--- src/rtl/stage4_fast_pack_pkg.sv ---
// -----------------------------------------------------------------------------
// stage4_fast_pack_pkg
// Shared definitions for the stage-4 fast-message packer.
//   FAST_MESSAGE_BITS : width of one fast-encoded message (left-justified)
//   FAST_LENGTH_BITS  : width of one per-message byte-count field
//   LEN_MIN / LEN_MAX : legal byte-count window; other counts are clamped
//   CNT_BITS          : width of the per-message byte counter
//   state_t           : packer FSM state encoding
// -----------------------------------------------------------------------------
package stage4_fast_pack_pkg;

  localparam int FAST_MESSAGE_BITS = 344;
  localparam int FAST_LENGTH_BITS  = 8;
  localparam int LEN_MIN           = 6;
  localparam int LEN_MAX           = 9;
  localparam int CNT_BITS          = 4;

  typedef enum logic [2:0] {
    ST_IDLE = 3'd0,
    ST_HDR  = 3'd1,
    ST_MSG1 = 3'd2,
    ST_MSG2 = 3'd3,
    ST_MSG3 = 3'd4
  } state_t;

endpackage

--- src/rtl/stage4_byte_sel.sv ---
// -----------------------------------------------------------------------------
// stage4_byte_sel
// Picks byte k of a left-justified, MSB-first message:
// byte k = msg[FAST_BITS-1-8k -: 8].
// Ports:
//   msg      in  FAST_BITS  registered message
//   idx      in  CNT_BITS   byte index k (0..15)
//   byte_out out 8          selected byte
// -----------------------------------------------------------------------------
module stage4_byte_sel
  import stage4_fast_pack_pkg::*;
#(
  parameter int FAST_BITS = FAST_MESSAGE_BITS
) (
  input  logic [FAST_BITS-1:0] msg,
  input  logic [CNT_BITS-1:0]  idx,
  output logic [7:0]           byte_out
);

  // Every index a 4-bit counter can reach gets a slot, so the lookup is a
  // plain 16:1 mux with no out-of-range case.
  localparam int NUM_SLOTS = 1 << CNT_BITS;

  logic [7:0] byte_arr [NUM_SLOTS];

  genvar gi;
  generate
    for (gi = 0; gi < NUM_SLOTS; gi++) begin : g_slot
      assign byte_arr[gi] = msg[FAST_BITS-1-8*gi -: 8];
    end
  endgenerate

  assign byte_out = byte_arr[idx];

endmodule

--- src/rtl/stage4_fast_pack.sv ---
// -----------------------------------------------------------------------------
// stage4_fast_pack
// Accepts a group of three fast-encoded messages with byte counts and
// serializes it as: one header byte (sum of the effective lengths), then
// L1 bytes of message 1, L2 of message 2, L3 of message 3 (out_last on the
// final byte). Lengths outside 6..9 are clamped and flag len_err (sticky).
// Ports:
//   clk, rst_n                        clock, async active-low reset
//   in_valid / in_ready               group handshake (ready only in IDLE)
//   message_fast_1..3                 FAST_BITS messages, MSB-first
//   message_fast_length_1..3          LEN_BITS byte counts
//   out_data / out_valid / out_ready  byte stream handshake
//   out_last                          final byte of the group
//   len_err                           sticky illegal-length flag
// -----------------------------------------------------------------------------
module stage4_fast_pack
  import stage4_fast_pack_pkg::*;
#(
  parameter int FAST_BITS = FAST_MESSAGE_BITS,
  parameter int LEN_BITS  = FAST_LENGTH_BITS
) (
  input  logic                 clk,
  input  logic                 rst_n,
  input  logic                 in_valid,
  output logic                 in_ready,
  input  logic [FAST_BITS-1:0] message_fast_1,
  input  logic [FAST_BITS-1:0] message_fast_2,
  input  logic [FAST_BITS-1:0] message_fast_3,
  input  logic [LEN_BITS-1:0]  message_fast_length_1,
  input  logic [LEN_BITS-1:0]  message_fast_length_2,
  input  logic [LEN_BITS-1:0]  message_fast_length_3,
  output logic [7:0]           out_data,
  output logic                 out_valid,
  input  logic                 out_ready,
  output logic                 out_last,
  output logic                 len_err
);

  state_t                state_reg, state_next;
  logic [CNT_BITS-1:0]   cnt_reg, cnt_next;
  logic [FAST_BITS-1:0]  msg_reg [3];
  logic [CNT_BITS-1:0]   len_reg [3];
  logic                  len_err_reg;

  logic [FAST_BITS-1:0]  msg_in  [3];
  logic [LEN_BITS-1:0]   len_in  [3];
  logic [CNT_BITS-1:0]   len_eff [3];
  logic [2:0]            len_low;
  logic [2:0]            len_high;

  logic                  accept;
  logic [FAST_BITS-1:0]  cur_msg;
  logic [CNT_BITS-1:0]   cur_len;
  logic                  last_byte;
  logic [7:0]            hdr_sum;
  logic [7:0]            sel_byte;

  assign msg_in[0] = message_fast_1;
  assign msg_in[1] = message_fast_2;
  assign msg_in[2] = message_fast_3;
  assign len_in[0] = message_fast_length_1;
  assign len_in[1] = message_fast_length_2;
  assign len_in[2] = message_fast_length_3;

  // Clamp each incoming length into the legal window.
  genvar gi;
  generate
    for (gi = 0; gi < 3; gi++) begin : g_clamp
      assign len_low[gi]  = len_in[gi] < LEN_BITS'(LEN_MIN);
      assign len_high[gi] = len_in[gi] > LEN_BITS'(LEN_MAX);
      assign len_eff[gi]  = len_low[gi]  ? CNT_BITS'(LEN_MIN) :
                            len_high[gi] ? CNT_BITS'(LEN_MAX) :
                                           len_in[gi][CNT_BITS-1:0];
    end
  endgenerate

  assign in_ready = (state_reg == ST_IDLE);
  assign accept   = in_valid && in_ready;

  // Message/length currently being serialized; only meaningful in MSGn.
  always_comb begin
    cur_msg = msg_reg[0];
    cur_len = len_reg[0];
    case (state_reg)
      ST_MSG2: begin
        cur_msg = msg_reg[1];
        cur_len = len_reg[1];
      end
      ST_MSG3: begin
        cur_msg = msg_reg[2];
        cur_len = len_reg[2];
      end
      default: ;
    endcase
  end

  assign last_byte = (cnt_reg == cur_len - CNT_BITS'(1));
  assign hdr_sum   = 8'(len_reg[0]) + 8'(len_reg[1]) + 8'(len_reg[2]);

  stage4_byte_sel #(
    .FAST_BITS (FAST_BITS)
  ) u_byte_sel (
    .msg      (cur_msg),
    .idx      (cnt_reg),
    .byte_out (sel_byte)
  );

  // Next-state / counter logic. Outside IDLE out_valid is always 1, so a
  // handshake is simply out_ready.
  always_comb begin
    state_next = state_reg;
    cnt_next   = cnt_reg;
    case (state_reg)
      ST_IDLE: begin
        if (in_valid) begin
          state_next = ST_HDR;
          cnt_next   = '0;
        end
      end
      ST_HDR: begin
        if (out_ready) begin
          state_next = ST_MSG1;
          cnt_next   = '0;
        end
      end
      ST_MSG1, ST_MSG2, ST_MSG3: begin
        if (out_ready) begin
          if (last_byte) begin
            cnt_next = '0;
            case (state_reg)
              ST_MSG1: state_next = ST_MSG2;
              ST_MSG2: state_next = ST_MSG3;
              default: state_next = ST_IDLE;
            endcase
          end else begin
            cnt_next = cnt_reg + CNT_BITS'(1);
          end
        end
      end
      default: begin
        state_next = ST_IDLE;
        cnt_next   = '0;
      end
    endcase
  end

  // Outputs decode registered state only, so they hold during stalls.
  always_comb begin
    out_valid = (state_reg != ST_IDLE);
    out_last  = (state_reg == ST_MSG3) && last_byte;
    out_data  = 8'h00;
    case (state_reg)
      ST_HDR:                    out_data = hdr_sum;
      ST_MSG1, ST_MSG2, ST_MSG3: out_data = sel_byte;
      default:                   out_data = 8'h00;
    endcase
  end

  assign len_err = len_err_reg;

  always_ff @(posedge clk or negedge rst_n) begin
    if (!rst_n) begin
      state_reg   <= ST_IDLE;
      cnt_reg     <= '0;
      len_err_reg <= 1'b0;
      for (int i = 0; i < 3; i++) begin
        msg_reg[i] <= '0;
        len_reg[i] <= '0;
      end
    end else begin
      state_reg <= state_next;
      cnt_reg   <= cnt_next;
      if (accept) begin
        for (int i = 0; i < 3; i++) begin
          msg_reg[i] <= msg_in[i];
          len_reg[i] <= len_eff[i];
        end
        if (|(len_low | len_high)) begin
          len_err_reg <= 1'b1;
        end
      end
    end
  end

endmodule
--- config.mk ---
export PLATFORM = sky130hd
export DESIGN_NAME = stage4_fast_pack
export DESIGN_NICKNAME = d
export VERILOG_FILES = /design/src/rtl/stage4_fast_pack_pkg.sv /design/src/rtl/stage4_byte_sel.sv /design/src/rtl/stage4_fast_pack.sv
export SDC_FILE = /design/constraint.sdc
export NUM_CORES = 1
export LEC_CHECK = 0
export ABC_AREA = 1
export CORE_AREA = 2 2 418 420
export DETAILED_ROUTE_END_ITERATION = 16
export DIE_AREA = 0 0 420 422
export MAX_ROUTING_LAYER = met4
export PLACE_DENSITY = 0.59
export SLEW_MARGIN = 10
export SYNTH_ARGS = -nofsm -noshare
export SYNTH_HDL_FRONTEND = slang
export SYNTH_HIERARCHICAL = 1
export SYNTH_SLANG_ARGS = --single-unit
export TNS_END_PERCENT = 1
--- constraint.sdc ---
create_clock -name clk -period 3.88 [get_ports clk]
set_input_delay 0.776 -clock clk [delete_from_list [all_inputs] [get_ports clk]]
set_output_delay 0.776 -clock clk [all_outputs]
set_load 0.02 [all_outputs]
==> results.toml, run 1 <==
[sta]
fmax_mhz = 255.5
fin_crit_sh_pct = 100.9
worst_slew_pin_slew_ps = 1029
slew_headroom_pct = 31.39
period_needed_ps = 3914
hold_violations = 0
holdWs_ps = 63.10
slew_viol_final = 0
setup_slack_ps = -34.30
setup_viol = 6
rsz0062_at_grt = "yes"
fin_tns_setup_ps = -109.8
fin_skew_ps = 45.47

[critical_path]
start_kind = "flop"
cp_common_cell = "buf_12"
slowest_stage = "dfrtp_4"
worst-r2r-setup-slack_ps = 770
end_kind = "output port"
max_stage_delay_ps = 510
criticalPathCategory = "flop to output port"
cp_data_required_time_ps = 3100
critPathArrivalTime_ps = 3140
worst-path-max-fanout = 13
path_cells = "clkinv_4 -> nand3_4 -> buf_12 -> nand2_8 -> buf_12 -> inv_16 -> clkbuf_16 -> nand2_1 -> nand3_1 -> inv_1 -> nand2_1 -> nand3_2 -> nand3_1 -> nand3_2 -> nand2_2 -> nand2_4 -> o31ai_4 -> buf_12"

[placement]
post_dp_cell_area_sq_um = 27210
place_congestion = 0.8896
io_buffers = 423
place_inst = 5439
hpwlAfterDp_mm = 84.26

[outcome]
violations = "setup timing"
status = "complete, but fails checks"

[power_and_ir_drop]
total_power_mw = 24.83
p_sw_mw = 11.14
p_per_area_nw_per_um2 = 810.3
seqPwrFrac_pct = 29.8
clockPowerShare_pct = 21.5
leakage_nw = 14.49
ir_drop_mv = 0.4182
power.internal_mw = 13.69
switching_share_pct = 44.86
comb_power_share_pct = 48.7

[floorplanning]
coreArea_sq_um = 172900
die_y_um = 422
start_util_pct = 11.83
rows = 153
die_area_sq_um = 177200
die_w_um = 420
ios = 1072

[route]
drt_wl_total_mm = 112.9
drt_iter0_drc = 1686
routedWlPerCell_um = 20.10
vias = 20270
drt_pass1_iterations = 5
via_per_inst = 3.609
ant_nets = 0
drc_errors = 0

[cts]
cts_tree = "done"
cts.sink_count = 404
max-clock-path-buffers = 3
cts_buffers = 50
cts_root_buffer = "clkbuf_16"
clkLatencyLatePin_ps = 660
holdBufCountCts = 0
clk_pin_slew_ps = 60
htreeDepth = 2

[grt]
grt_pass1_wl_mm = 151.0
grt_max_degree = 170
grtUsageTotal_pct = 12.58
antenna_found_initial = 118
grt_pass1_vias = 19470
grt-ovfl-total = 0

[synth]
synth_cells = 2880
avgSynthCellArea_sq_um = 7.100
syn_nets = 3949
syn-cell-area_sq_um = 20450
yosys_warnings = 6

[min_path]
hold_class = "primary input to async pin"

[cells_and_area]
n_fill_cell = 19500
largest_reg_flops = 384
final_area_sq_um = 30640
nets = 4262
mostFrequentLayoutCell = "nand2_1"
final_cells = 5616
drive_gt1_share_pct = 10.49
area_growth_syn_to_layout_pct = 49.83
final_cell_mix = "nand2_1 (1592), clkdlybuf4s50_1 (413), dfrtp_1 (398)"

[job]
cap_violations = 0
critical path: cells and delay by family (launching register included):
family | cells | cell delay, ps
AOI/OAI and AO/OA | 1 | 100
buffers and inverters | 7 | 900
DFF | 1 | 510
and+or+nand+nor | 10 | 910
area by class of cell:
| class | instances | area [sq um] | area share (%) |
|---|---|---|---|
| multi-input combinational | 2091 | 9410 | 30.72 |
| antenna | 60 | 150.1 | 0.4901 |
| tap | 2325 | 2909 | 9.496 |
| sequential | 404 | 10120 | 33.04 |
| timing repair buffer | 514 | 5610 | 18.31 |
| timing repair inverter | 4 | 62.56 | 0.2042 |
| clock buffer | 69 | 1433 | 4.676 |
| inverter | 128 | 539.3 | 1.760 |
| clock inverter | 21 | 399.1 | 1.303 |
routing by layer:
metal  track usage [%]  vias to the layer above  wire length (um)
met3             3.947                      224              8706
li1                  -                     9519                 -
met4             6.019                        0              5792
met5                 -                        -                 0
met2             19.89                      711             53240
met1             14.36                     9814             45120
power by group through the flow:
| stage | Combinational (mW) | Sequential [mW] | Clock (mW) |
|---|---|---|---|
| detailed placement | 10.3 | 7.40 | 0 |
| CTS | 11.4 | 7.39 | 5.47 |
| finish | 12.1 | 7.41 | 5.33 |
| floorplan | 6.44 | 7.01 | 0 |
| global route | 13.3 | 7.64 | 5.63 |
| global placement | 10.3 | 7.37 | 0 |
stage by stage:
step | util, % | setup slack (ps)
CTS | 17.25 | -97.16
global placement | 15.74 | 120.1
floorplan | - | 914.6
finish | 17.72 | -34.30
detailed placement | 15.74 | 104.8
global route | 17.72 | -137.5
path summary, 6_finish.rpt:
path | start | to | cells past startpoint
max | state_reg[2]$_DFFE_PN0P_ | out_data[3] | 18
min | rst_n | msg_reg[568]$_DFFE_PN0P_ | 1
max reg2reg | state_reg[2]$_DFFE_PN0P_ | cnt_reg[3]$_DFFE_PN0P_ | 12
min reg2reg | msg_reg[991]$_DFFE_PN0P_ | msg_reg[991]$_DFFE_PN0P_ | 2
max in group asynchronous | rst_n | msg_reg[306]$_DFFE_PN0P_ | 3
min in group clk | msg_reg[991]$_DFFE_PN0P_ | msg_reg[991]$_DFFE_PN0P_ | 2
timing repair:
item                       4_1_cts  5_1_grt
pin swaps                        7       27
cloned                           7        7
resized for setup              123      106
buffers inserted                 8        5
setup endpoints to repair        9        9
Power figures use the tool's default switching activity.
==> run 2: changes to the inputs <==
==> constraint.sdc (replaced) <==
create_clock -name clk -period 4.8 [get_ports clk]
set_input_delay 0.96 -clock clk [delete_from_list [all_inputs] [get_ports clk]]
set_output_delay 0.96 -clock clk [all_outputs]
set_load 0.02 [all_outputs]
==> results.toml, run 2 (same netlist as run 1, synthesis figures left out) <==
[outcome]
status = "completed"

[power_and_ir_drop]
leakage_nw = 13.79
p_per_area_nw_per_um2 = 629.3
total_power_mw = 18.30
ir_drop_mv = 0.2753

[route]
via_per_inst = 3.542
route.met2.wl_mm = 50.72
wl_met3_mm = 9.294
routedWlPerCell_um = 19.26
drt_pass1_iterations = 5
top_layer_used = "met4"
met1Wirelength_mm = 42.33
drt_wl_total_mm = 107.7
drc_errors = 0
ant_nets = 0
vias = 19800
drt_iter0_drc = 1477

[cells_and_area]
nets = 4218
drive_gt1_share_pct = 5.514
area_growth_syn_to_layout_pct = 42.25
final_cells = 5591
final_cell_mix = "nand2_1 (1632), clkdlybuf4s50_1 (413), dfrtp_1 (400)"
final_area_sq_um = 29090
mostFrequentLayoutCell = "nand2_1"
largest_reg_flops = 384
post-route-util_pct = 16.83

[cts]
cts_tree = "done"
max-clock-path-buffers = 3
cts_root_buffer = "clkbuf_16"
clkLatencyLatePin_ps = 670
cts.sink_count = 404
clk_pin_slew_ps = 60
holdBufCountCts = 0
cts_buffers = 52
htreeDepth = 2

[critical_path]
criticalPathCategory = "flop to output port"
end_kind = "output port"
cp_data_required_time_ps = 3840
r2r-start = "state_reg[2]$_DFFE_PN0P_"
worst-path-max-fanout = 20
critPathArrivalTime_ps = 3760
crit_start = "state_reg[1]$_DFFE_PN0P_"
start_kind = "flop"

[sta]
period_needed_ps = 4724
fmax_mhz = 211.7
hold_violations = 0
slew_headroom_pct = 34.67
worst_slew_pin_slew_ps = 980.0
fin_skew_ps = 58.53
fin_crit_sh_pct = 98.41
setup_slack_ps = 76.14
setup_viol = 0
slew_viol_final = 0
holdWs_ps = 274.8
rsz0062_at_grt = "yes"
fin_tns_setup_ps = 0

[floorplanning]
die_area_sq_um = 177200
coreArea_sq_um = 172900
die_y_um = 422
die_w_um = 420
start_util_pct = 11.83
ios = 1072
rows = 153

[placement]
io_buffers = 423
place_inst = 5420
hpwlAfterDp_mm = 82.61
place_congestion = 0.8820
post_dp_cell_area_sq_um = 27030
dp_slack_ps = 130.3

[grt]
antenna_found_initial = 131
grt_pass1_wl_mm = 146.9
grtUsageTotal_pct = 12.17
grt_pass1_vias = 19330
grt-ovfl-total = 0
grt_max_degree = 157

[job]
cap_violations = 0

[min_path]
hold_class = "primary input to async pin"
==> run 2: cell types whose count changed in the layout (fill, tap and decap cells not counted), moves of 7 or more <==
| cell | previous run | this run |
|---|---|---|
| nand2_2 | 33 | 4 |
| buf_4 | 44 | 30 |
| nand3_4 | 23 | 2 |
| inv_1 | 113 | 120 |
| nand3_2 | 49 | 4 |
| buf_12 | 28 | 19 |
| nand3_1 | 299 | 365 |
| buf_16 | 8 | 1 |
| nand2_1 | 1592 | 1632 |
| nand2_4 | 12 | 3 |
| diode_2 | 60 | 74 |
| buf_6 | 9 | 0 |
==> run 2: final cells by class <==
type | instances | area [sq um]
well taps | 2325 | 2909
fillers | 19650 | 143800
clock buffers | 67 | 1438
flip-flops and latches | 404 | 10120
clock inverters | 30 | 411.6
multi-input cells | 2091 | 8682
diodes | 74 | 185.2
repair buffers | 472 | 4835
inverters | 128 | 505.5
==> run 2: final timing paths <==
kind,end,slack [ps],cells past startpoint
max reg2reg,msg_reg[273]$_DFFE_PN0P_,1430,9
max in group asynchronous,msg_reg[314]$_DFFE_PN0P_,3340,2
min in group clk,msg_reg[588]$_DFFE_PN0P_,480,2
max,out_data[4],80,14
min,len_err$_DFFE_PN0P_,270,1
min reg2reg,msg_reg[588]$_DFFE_PN0P_,480,2
==> run 2: routing by layer <==
layer | track usage, % | vias to the layer above
met5 | - | -
met4 | 7.044 | 0
met1 | 13.61 | 9496
met2 | 18.48 | 646
li1 | - | 9446
met3 | 4.529 | 216
==> run 2: what timing repair did <==
action                     CTS  global route
resized for setup           19            16
setup endpoints to repair    8             7
pin swaps                    0             0
buffers inserted             0             0
==> run 2: worst max-delay path, cell delays in order (launching register included) <==
cell	delay, ps
dfrtp_2	500
nand3_4	190
nand2_2	130
inv_6	220
nand2_1	190
nand3_1	110
inv_1	40
nand2_1	50
nand3_1	350
nand3_2	300
nand3_1	170
nand2_1	120
nand2_1	100
o21ai_0	120
dlygate4sd2_1	440
==> run 2: where the power goes <==
| group | switching [mW] | internal, mW |
|---|---|---|
| Sequential | 0.967 | 5.01 |
| Clock | 1.76 | 2.47 |
| Combinational | 5.55 | 2.55 |
| Total | 8.27 | 10.0 |
